File: src/rtl/alu_scoreboard_if.sv
// Handshake and status bundle between the ALU stimulus/DUT side and the scoreboard.
// master = stimulus/checker driver, slave = scoreboard.
interface alu_scoreboard_if #(
  parameter int WIDTH = 4,
  parameter int DEPTH = 4,
  parameter int CNT_W = 8
);
  localparam int LVL_W = $clog2(DEPTH) + 1;

  logic             exp_valid;
  logic             exp_ready;
  logic [2:0]       exp_op;
  logic [WIDTH-1:0] exp_a;
  logic [WIDTH-1:0] exp_b;
  logic             act_valid;
  logic             act_ready;
  logic [WIDTH-1:0] act_result;
  logic             match_valid;
  logic             match_ok;
  logic [CNT_W-1:0] check_cnt;
  logic [CNT_W-1:0] mismatch_cnt;
  logic             first_err;
  logic [WIDTH-1:0] err_exp;
  logic [WIDTH-1:0] err_act;
  logic [LVL_W-1:0] level;

  modport master (
    output exp_valid, exp_op, exp_a, exp_b, act_valid, act_result,
    input  exp_ready, act_ready, match_valid, match_ok, check_cnt,
           mismatch_cnt, first_err, err_exp, err_act, level
  );

  modport slave (
    input  exp_valid, exp_op, exp_a, exp_b, act_valid, act_result,
    output exp_ready, act_ready, match_valid, match_ok, check_cnt,
           mismatch_cnt, first_err, err_exp, err_act, level
  );
endinterface

File: src/rtl/alu_scoreboard.sv
// ALU scoreboard: computes golden results at push, queues them, compares against
// DUT results at pop and keeps saturating statistics plus a first-mismatch capture.
module alu_scoreboard #(
  parameter int WIDTH = 4,
  parameter int DEPTH = 4,
  parameter int CNT_W = 8
) (
  input  logic clk,
  input  logic rst_n,
  input  logic clear,
  alu_scoreboard_if.slave sb
);
  localparam int PTR_W = $clog2(DEPTH);
  localparam int LVL_W = PTR_W + 1;

  typedef enum logic [2:0] {
    OP_AND = 3'b000,
    OP_OR  = 3'b001,
    OP_XOR = 3'b010,
    OP_ADD = 3'b011,
    OP_SUB = 3'b100,
    OP_NOT = 3'b101,
    OP_SHL = 3'b110,
    OP_SHR = 3'b111
  } alu_op_e;

  logic [WIDTH-1:0] mem [DEPTH];
  logic [PTR_W-1:0] wr_ptr, rd_ptr;
  logic [LVL_W-1:0] level;
  logic             exp_ready, act_ready, push, pop, mismatch;
  logic [WIDTH-1:0] golden, head;
  logic             match_valid, match_ok, first_err;
  logic [CNT_W-1:0] check_cnt, mismatch_cnt;
  logic [WIDTH-1:0] err_exp, err_act;

  assign exp_ready = (level != LVL_W'(DEPTH));
  assign act_ready = (level != '0);
  assign push      = sb.exp_valid && exp_ready;
  assign pop       = sb.act_valid && act_ready;
  assign head      = mem[rd_ptr];
  assign mismatch  = (head != sb.act_result);

  always_comb begin
    golden = '0;
    case (sb.exp_op)
      OP_AND:  golden = sb.exp_a & sb.exp_b;
      OP_OR:   golden = sb.exp_a | sb.exp_b;
      OP_XOR:  golden = sb.exp_a ^ sb.exp_b;
      OP_ADD:  golden = sb.exp_a + sb.exp_b;
      OP_SUB:  golden = sb.exp_a - sb.exp_b;
      OP_NOT:  golden = ~sb.exp_a;
      OP_SHL:  golden = {sb.exp_a[WIDTH-2:0], 1'b0};
      OP_SHR:  golden = sb.exp_a >> 1;
      default: golden = '0;
    endcase
  end

  always_ff @(posedge clk) begin
    if (push) mem[wr_ptr] <= golden;
  end

  // Pointers wrap naturally because DEPTH is a power of two.
  always_ff @(posedge clk or negedge rst_n) begin
    if (!rst_n) begin
      wr_ptr <= '0;
      rd_ptr <= '0;
      level  <= '0;
    end else begin
      if (push) wr_ptr <= wr_ptr + PTR_W'(1);
      if (pop)  rd_ptr <= rd_ptr + PTR_W'(1);
      case ({push, pop})
        2'b10:   level <= level + LVL_W'(1);
        2'b01:   level <= level - LVL_W'(1);
        default: level <= level;
      endcase
    end
  end

  // Compare result is registered at the pop edge; clear overrides the stat update.
  always_ff @(posedge clk or negedge rst_n) begin
    if (!rst_n) begin
      match_valid  <= 1'b0;
      match_ok     <= 1'b0;
      check_cnt    <= '0;
      mismatch_cnt <= '0;
      first_err    <= 1'b0;
      err_exp      <= '0;
      err_act      <= '0;
    end else begin
      match_valid <= pop;
      if (pop) match_ok <= !mismatch;
      if (clear) begin
        check_cnt    <= '0;
        mismatch_cnt <= '0;
        first_err    <= 1'b0;
        err_exp      <= '0;
        err_act      <= '0;
      end else if (pop) begin
        if (check_cnt != '1) check_cnt <= check_cnt + CNT_W'(1);
        if (mismatch) begin
          if (mismatch_cnt != '1) mismatch_cnt <= mismatch_cnt + CNT_W'(1);
          if (!first_err) begin
            first_err <= 1'b1;
            err_exp   <= head;
            err_act   <= sb.act_result;
          end
        end
      end
    end
  end

  assign sb.exp_ready    = exp_ready;
  assign sb.act_ready    = act_ready;
  assign sb.level        = level;
  assign sb.match_valid  = match_valid;
  assign sb.match_ok     = match_ok;
  assign sb.check_cnt    = check_cnt;
  assign sb.mismatch_cnt = mismatch_cnt;
  assign sb.first_err    = first_err;
  assign sb.err_exp      = err_exp;
  assign sb.err_act      = err_act;
endmodule

File: src/flat_wrapper.sv
// flat-port wrapper written by rule: the top's interface ports become plain ports
module alu_scoreboard_flat 
#(
  parameter int WIDTH = 4,
  parameter int DEPTH = 4,
  parameter int CNT_W = 8
)
  (clk, rst_n, clear, sb_exp_valid, sb_exp_op, sb_exp_a, sb_exp_b, sb_act_valid, sb_act_result, sb_exp_ready, sb_act_ready, sb_match_valid, sb_match_ok, sb_check_cnt, sb_mismatch_cnt, sb_first_err, sb_err_exp, sb_err_act, sb_level);
  alu_scoreboard_if #(.WIDTH(WIDTH), .DEPTH(DEPTH), .CNT_W(CNT_W)) sb_i ();
  input  logic clk;
  input  logic rst_n;
  input  logic clear;
  input wire logic [$bits(sb_i.exp_valid)-1:0] sb_exp_valid;
  input wire logic [$bits(sb_i.exp_op)-1:0] sb_exp_op;
  input wire logic [$bits(sb_i.exp_a)-1:0] sb_exp_a;
  input wire logic [$bits(sb_i.exp_b)-1:0] sb_exp_b;
  input wire logic [$bits(sb_i.act_valid)-1:0] sb_act_valid;
  input wire logic [$bits(sb_i.act_result)-1:0] sb_act_result;
  output wire logic [$bits(sb_i.exp_ready)-1:0] sb_exp_ready;
  output wire logic [$bits(sb_i.act_ready)-1:0] sb_act_ready;
  output wire logic [$bits(sb_i.match_valid)-1:0] sb_match_valid;
  output wire logic [$bits(sb_i.match_ok)-1:0] sb_match_ok;
  output wire logic [$bits(sb_i.check_cnt)-1:0] sb_check_cnt;
  output wire logic [$bits(sb_i.mismatch_cnt)-1:0] sb_mismatch_cnt;
  output wire logic [$bits(sb_i.first_err)-1:0] sb_first_err;
  output wire logic [$bits(sb_i.err_exp)-1:0] sb_err_exp;
  output wire logic [$bits(sb_i.err_act)-1:0] sb_err_act;
  output wire logic [$bits(sb_i.level)-1:0] sb_level;
  assign sb_i.exp_valid = sb_exp_valid;
  assign sb_i.exp_op = sb_exp_op;
  assign sb_i.exp_a = sb_exp_a;
  assign sb_i.exp_b = sb_exp_b;
  assign sb_i.act_valid = sb_act_valid;
  assign sb_i.act_result = sb_act_result;
  assign sb_exp_ready = sb_i.exp_ready;
  assign sb_act_ready = sb_i.act_ready;
  assign sb_match_valid = sb_i.match_valid;
  assign sb_match_ok = sb_i.match_ok;
  assign sb_check_cnt = sb_i.check_cnt;
  assign sb_mismatch_cnt = sb_i.mismatch_cnt;
  assign sb_first_err = sb_i.first_err;
  assign sb_err_exp = sb_i.err_exp;
  assign sb_err_act = sb_i.err_act;
  assign sb_level = sb_i.level;
  alu_scoreboard #(.WIDTH(WIDTH), .DEPTH(DEPTH), .CNT_W(CNT_W)) u_core (.clk(clk), .rst_n(rst_n), .clear(clear), .sb(sb_i));
endmodule
File: config.mk
export PLATFORM = sky130hd
export DESIGN_NAME = alu_scoreboard_flat
export DESIGN_NICKNAME = d
export VERILOG_FILES = /design/src/rtl/alu_scoreboard_if.sv /design/src/rtl/alu_scoreboard.sv /design/src/flat_wrapper.sv
export SDC_FILE = /design/constraint.sdc
export NUM_CORES = 1
export LEC_CHECK = 0
export ABC_AREA = 0
export CAP_MARGIN = 25
export CORE_MARGIN = 1.5
export CORE_UTILIZATION = 55
export CTS_BUF_LIST = sky130_fd_sc_hd__clkbuf_2
export DETAILED_ROUTE_END_ITERATION = 8
export GPL_TIMING_DRIVEN = 0
export PLACE_DENSITY = 0.83
export SLEW_MARGIN = 40
export SYNTH_ARGS = -nofsm -noshare
export SYNTH_HDL_FRONTEND = slang
export SYNTH_SLANG_ARGS = --single-unit
File: constraint.sdc
create_clock -name clk -period 4.61 [get_ports clk]
set_clock_uncertainty 0.2 [all_clocks]
set_input_delay 0.922 -clock clk [delete_from_list [all_inputs] [get_ports clk]]
set_output_delay 0.922 -clock clk [all_outputs]
set_load 0.05 [all_outputs]
==> results.toml <==
[place]
dp_hpwl_um = 4450
placement.setup.worst_slack_ns = 0.429
instance_area_after_placement_um2 = 3600
routabilityCongestion = 0.801
portBuffers = 50

[drt]
ant_nets = 0
vias = 2136
avgViaCountPerCell = 5.52
drt-pass1-iter-count = 4
detail_route.iter0.violations = 121
wl_per_cell_um = 14.7
remaining_drc_errors = 0
drt_wl_total_um = 5680

[timing]
grt_setup_unrepaired = "false"
timing.final.setup_violations = 0
totalNegativeSetupSlack_ns = 0
final.setup.worst_slack_ns = 0.871
timing.final.crit_period_ns = 3.74
maxSlewViolCount = 0
maxSlewHeadroom = 0.539
worst_slew_pin_slew_ns = 0.687
hold_viol = 0
max_clock_freq_ghz = 0.267
fin_crit_sh = 0.811

[worst_hold_path]
worstHoldPathType = "in -> async"

[synth]
netlist_instances = 258
synth-edff-count = 16
synth_top_family_by_area = "simple AND/OR/NAND/NOR gates"
synthFlopType = "dfrtp_1"
synth-compound-area-share = 0.108
synth-warning-count = 0
synth.avg_cell_area_um2 = 11.6
synth-async-reset-ratio = 0.680
yosys.cell_types.count = 50
synth_area_um2 = 2990
postSynthRegisterBits = 50
synth_xor_xnor_area_share = 0.0837
synth_adder_area_share = 0.0929
part_of_the_yosys_area_used_for_sequential_elements = 0.445
synthesis.nets = 299
synth.mux.area_fraction = 0.0971
yosys.area_share.simple = 0.130

[cts]
cts.hold.buffers_added = 0
number_of_gates_resized_after_cts = 0
clock_tree_from_tritoncts = "yes"
clock_path_buffers = 2
htree_num_levels = 2
cts_sinks = 50
cts_setup_buffers = 0
worst_skew_pair.late_latency_ns = 0.40
cts-buffers-inserted = 5
clkSlewWorstSetupHoldPaths_ns = 0.25
cts_root_buf = "clkbuf_2"

[final_layout]
finish.utilization = 0.705
drive_above_1_share = 0.0978
layout.nets = 357
postLayoutCellArea_um2 = 3650
num_antenna_cells = 0
area_delta_synth_final_pct = 22.0

[critical_path]
cp.required_ns = 4.55
crit-reg2reg-launch = "u_core.sb.level[0]"
worstSetupPathType = "in -> reg"
start_kind = "primary input"
timing.critical_path.to_type = "flip-flop"
r2r_cells = 6
regToRegSetupSlack_ns = 2.05
r2r-end = "u_core.sb.level[1]"
critical_path_arrival_ns = 3.68
worstPathMaxFanout = 5

[floorplanning]
fp.dieW_um = 76.7
fp.coreArea_um2 = 5170
die_area_um2 = 5890
placementRows = 26
start_util = 0.578
io_pins = 52
fp.dieH_um = 76.7

[global_routing]
antenna_found_initial = 0
first_pass_grt_wire_length_um = 9990
first_global_vias = 2129
globalRoute.totalOverflow = 0
globalRouteTotalUtil = 0.213
grt_max_degree = 20

[power]
vdd.ir_drop.worst_mv = 0.486
design_power_total_w = 0.00171
power_per_cell_area_nw_per_um2 = 469
total_leakage_power_nw = 1.55

[status]
run_status = "finished, final reports clean"

[flow_run]
maxCapViolCount = 0
## flip-flops by register name, indices dropped and copies added (netlist names)
signal / count
u_core.sb.level: 3
u_core.sb.check_cnt: 8
u_core.sb.err_exp: 4
u_core.rd_ptr: 2
u_core.mem: 16
u_core.sb.match_ok: 1
u_core.wr_ptr: 2
u_core.sb.err_act: 4
u_core.sb.match_valid: 1
u_core.sb.mismatch_cnt: 8
u_core.sb.first_err: 1
## how the worst max path moves through the flow
stage	start	slack, ns	end	cells past startpoint
floorplan	sb_exp_op[0]	1.09	u_core.mem[0][1]	8
global placement	sb_exp_op[2]	0.55	u_core.mem[0][1]	8
detailed placement	sb_exp_op[2]	0.43	u_core.mem[0][1]	8
CTS	sb_exp_op[2]	0.89	u_core.mem[1][1]	8
global route	sb_exp_op[2]	0.66	u_core.mem[2][2]	9
finish	sb_exp_op[2]	0.87	u_core.mem[1][1]	8
## placed cells by master, fill, tap and decap left out, drive strengths merged, types with 2 or more instances in the layout
cell and count:
clkinv 2, nand2 9, and4b 2, nand4 4
nand2b 4, a211oi 5, clkbuf 12, nor2b 4
fa 2, xor2 9, and2 2, nand3 5
o21ai 8, mux2 4, or3 2, a31o 3
a31oi 4, a21oi 7, a41oi 3, o22ai 2
mux4 6, and4 2, nor3 2, clkdlybuf4s50 49
nor2 24, xnor2 11, ha 19, mux2i 11
and3 10, edfxtp 16, inv 21, buf 6
dfrtp 34
## report_power, final
part / leakage [nW] / internal (W) / switching (W)
Sequential: 0.598 / 0.000564 / 0.0000740
Combinational: 0.922 / 0.000368 / 0.000537
Clock: 0.0327 / 0.0000381 / 0.000131
## stage by stage
step,instances,hold slack [ns]
4_1_cts,387,0.160
6_report,387,0.172
3_3_place_gp,378,0.273
2_1_floorplan,258,0.330
5_1_grt,387,0.160
3_5_place_dp,379,0.281
## synthesized netlist by cell type, types with 5 or more instances
library cell | n | area [um2]
ha_1 | 19 | 238
mux4_2 | 6 | 135
xnor2_1 | 7 | 61.3
nand2_1 | 9 | 33.8
nand3_1 | 5 | 25.0
a21oi_1 | 7 | 35.0
clkbuf_1 | 6 | 22.5
o21ai_1 | 6 | 30.0
nor2_1 | 24 | 90.1
edfxtp_1 | 16 | 480
xor2_1 | 9 | 78.8
and3_1 | 10 | 62.6
a211oi_1 | 5 | 37.5
mux2i_1 | 11 | 110
inv_1 | 18 | 67.6
dfrtp_1 | 34 | 851
## area by class of cell
class,instances,area (um2)
multi-input combinational,177,1540
tap,70,87.6
buffer,10,52.6
fill,371,1520
clock buffer,6,30.0
clock inverter,2,10.0
inverter,21,78.8
sequential,50,1330
timing repair buffer,51,523
## cells by family (layout without fill, tap and decap cells)
kind of cell | after synthesis | in the layout
xor gates and xnor gates | 20 | 20
adders and majority gates | 21 | 21
muxes | 21 | 21
and+or+nand+nor | 74 | 74
buffers and inverters | 31 | 90
DFF | 50 | 50
AOI/OAI and AO/OA | 41 | 41
## per-layer routing
layer	up-vias	share of wire	track usage
met4	0	0.011	0.0593
li1	1043	-	-
met1	1041	0.45	0.278
met2	44	0.50	0.367
met3	8	0.032	0.0357
met5	-	0	0
## critical path: stages
cell,delay (ns)
clkdlybuf4s50_1,0.54
nor3b_1,0.52
mux2_2,0.43
fa_1,0.56
inv_1,0.05
mux4_2,0.46
nand2_1,0.09
o21ai_1,0.11
Note: power is estimated with default switching activity, not from simulation.
==> RTL edit: new RTL, config.mk and constraints unchanged <==
Remove the case item `OP_ADD` of the case on `sb.exp_op`.
--- a/src/rtl/alu_scoreboard.sv
+++ b/src/rtl/alu_scoreboard.sv
@@ -46,7 +46,6 @@
       OP_AND:  golden = sb.exp_a & sb.exp_b;
       OP_OR:   golden = sb.exp_a | sb.exp_b;
       OP_XOR:  golden = sb.exp_a ^ sb.exp_b;
-      OP_ADD:  golden = sb.exp_a + sb.exp_b;
       OP_SUB:  golden = sb.exp_a - sb.exp_b;
       OP_NOT:  golden = ~sb.exp_a;
       OP_SHL:  golden = {sb.exp_a[WIDTH-2:0], 1'b0};
Function: changed (Yosys sat finds a counterexample within 4 cycles, from zero or initial values and one cycle with rst_n low).
==> RTL edit against the original RTL <==
Sequential cell count did not move. Cell area fell by 2.4%. Cell count fell by 5.2%. Routed wire length fell by 4.8%. Synthesized area fell by 5.0%. Total power rose by 2.4%. Worst setup slack improved by 530 ps.
==> RTL edit: results (changes against the original RTL) <==
- Minimum clock period: 3210 ps (was 3740 ps)
- Worst R2R Setup Slack: 2070 ps (was 2050 ps)
- DRT Wirelength: 5410 um (was 5680 um)
- Reg2Reg Depth: 7 (was 6)
- DP Wirelength: 4190 um (was 4450 um)
- Critical path's top delay family: buffers and inverters (was multiplexers)
- Status: finished, final reports clean (unchanged)
- CP Max Fanout: 6 (was 5)
- Nets: 339 (was 357)
- Worst r2r src: u_core.rd_ptr[0]$_DFFE_PN0P_ (was u_core.sb.level[0]$_DFFE_PN0P_)
- CP peak stage delay: 830 ps (was 560 ps)
- FF-to-FF End: u_core.sb.mismatch_cnt[7]$_DFFE_PN0P_ (was u_core.sb.level[1]$_DFFE_PN0P_)
- End point of the critical path: sb_exp_ready (was u_core.mem[1][1]$_DFFE_PP_)
- Net count after synthesis: 280 (was 299)
- Lkg Pwr: 1.54 nW (was 1.55 nW)
- Share of post-route cells with drive strength above 1: 11.0% (was 9.78%)
- Clock Latency Late Sink: 430 ps (was 400 ps)
- Port bufs: 51 (was 50)
- Iter 0 DRT Violations: 103 (was 121)
- Pre-CTS WS: 1140 ps (was 429 ps)
- Routability cong.: 0.837 (was 0.801)
- Startpoint Class: flip-flop (was input pin)
- Max Root-Sink Buffers: 2 (unchanged)
- Biggest regs: u_core.mem: 16 flops, u_core.sb.check_cnt: 8 flops, u_core.sb.mismatch_cnt: 8 flops (unchanged)
- Post-synthesis sequential area ratio: 46.9% (was 44.5%)
- Psw: 713 uW (was 742 uW)
- Maximum vdd drop: 292 uV (was 486 uV)
- Worst Hold Class: in -> async (unchanged)
- CP startpoint: u_core.sb.level[0]$_DFFE_PN0P_ (was sb_exp_op[2])
- Largest net degree at the start of global routing: 20 (unchanged)
- Total vias in the final route: 2027 (was 2136)
- Most frequent cells after synthesis: dfrtp_1 (34), nor2_1 (26), ha_1 (18) (was dfrtp_1 (34), nor2_1 (24), ha_1 (19))
- Vias in the first global route: 1958 (was 2129)
- Placed cells: 359 (was 379)
- Crit-path slowest cell: clkdlybuf4s50_1 (was fa_1)
- CP Data Arrival Time: 2090 ps (was 3680 ps)
- Dpl cell area: 3460 sq um (was 3600 sq um)
- Top post-synthesis cells by area: dfrtp_1 (30%), edfxtp_1 (17%), ha_1 (7.9%), mux4_2 (4.8%), mux2i_1 (4.6%) (was dfrtp_1 (28%), edfxtp_1 (16%), ha_1 (7.9%), mux4_2 (4.5%), mux2i_1 (3.7%))
- Gr usage total: 21.6% (was 21.3%)
- Finished Layout Cells: 367 (was 387)
- Mean Syn Cell Area: 11.8 sq um (was 11.6 sq um)
-- RTL edit: how the worst min path moves through the flow --
stage / endpoint / slack [ps] / cells after the start
after global routing: u_core.sb.level[0]$_DFFE_PN0P_ / 130 / 1
after CTS: u_core.rd_ptr[0]$_DFFE_PN0P_ / 150 / 1
after global placement: u_core.sb.match_ok$_DFFE_PN0P_ / 260 / 2
after floorplan: u_core.rd_ptr[1]$_DFFE_PN0P_ / 330 / 1
final: u_core.rd_ptr[0]$_DFFE_PN0P_ / 170 / 1
after detailed placement: u_core.sb.match_ok$_DFFE_PN0P_ / 260 / 2
-- RTL edit: layer usage --
layer | part of all wire, % | global-route usage (%) | vias to the layer above
met5 | 0 | 0 | -
met4 | 0.41 | 6.87 | 0
met3 | 4.1 | 4.55 | 2
met2 | 55 | 38.5 | 53
met1 | 41 | 26.2 | 994
li1 | - | - | 978
-- RTL edit: power by group through the flow --
stage / Clock (mW) / Combinational [mW] / Sequential [mW]
floorplan: 0 / 0.430 / 0.807
global placement: 0 / 0.805 / 0.641
detailed placement: 0 / 0.832 / 0.648
CTS: 0.292 / 0.835 / 0.638
global route: 0.312 / 0.897 / 0.655
finish: 0.285 / 0.827 / 0.642
-- RTL edit: cell type report --
type | count | area [sq um]
Fill cell | 339 | 1290
Sequential cell | 50 | 1330
Inverter | 17 | 63.8
Tap cell | 67 | 83.8
Timing Repair Buffer | 52 | 533
Clock inverter | 3 | 68.8
Buffer | 9 | 50.0
Clock buffer | 5 | 25.0
Multi-Input combinational cell | 164 | 1410
-- RTL edit: cells by family after synthesis --
family | synth area share, %
and+or+nand+nor | 12.5
muxes | 11.7
AOI/OAI and AO/OA | 8.72
buffers and inverters | 4.01
xor gates and xnor gates | 6.91
DFF | 46.9
adders and majority gates | 9.34
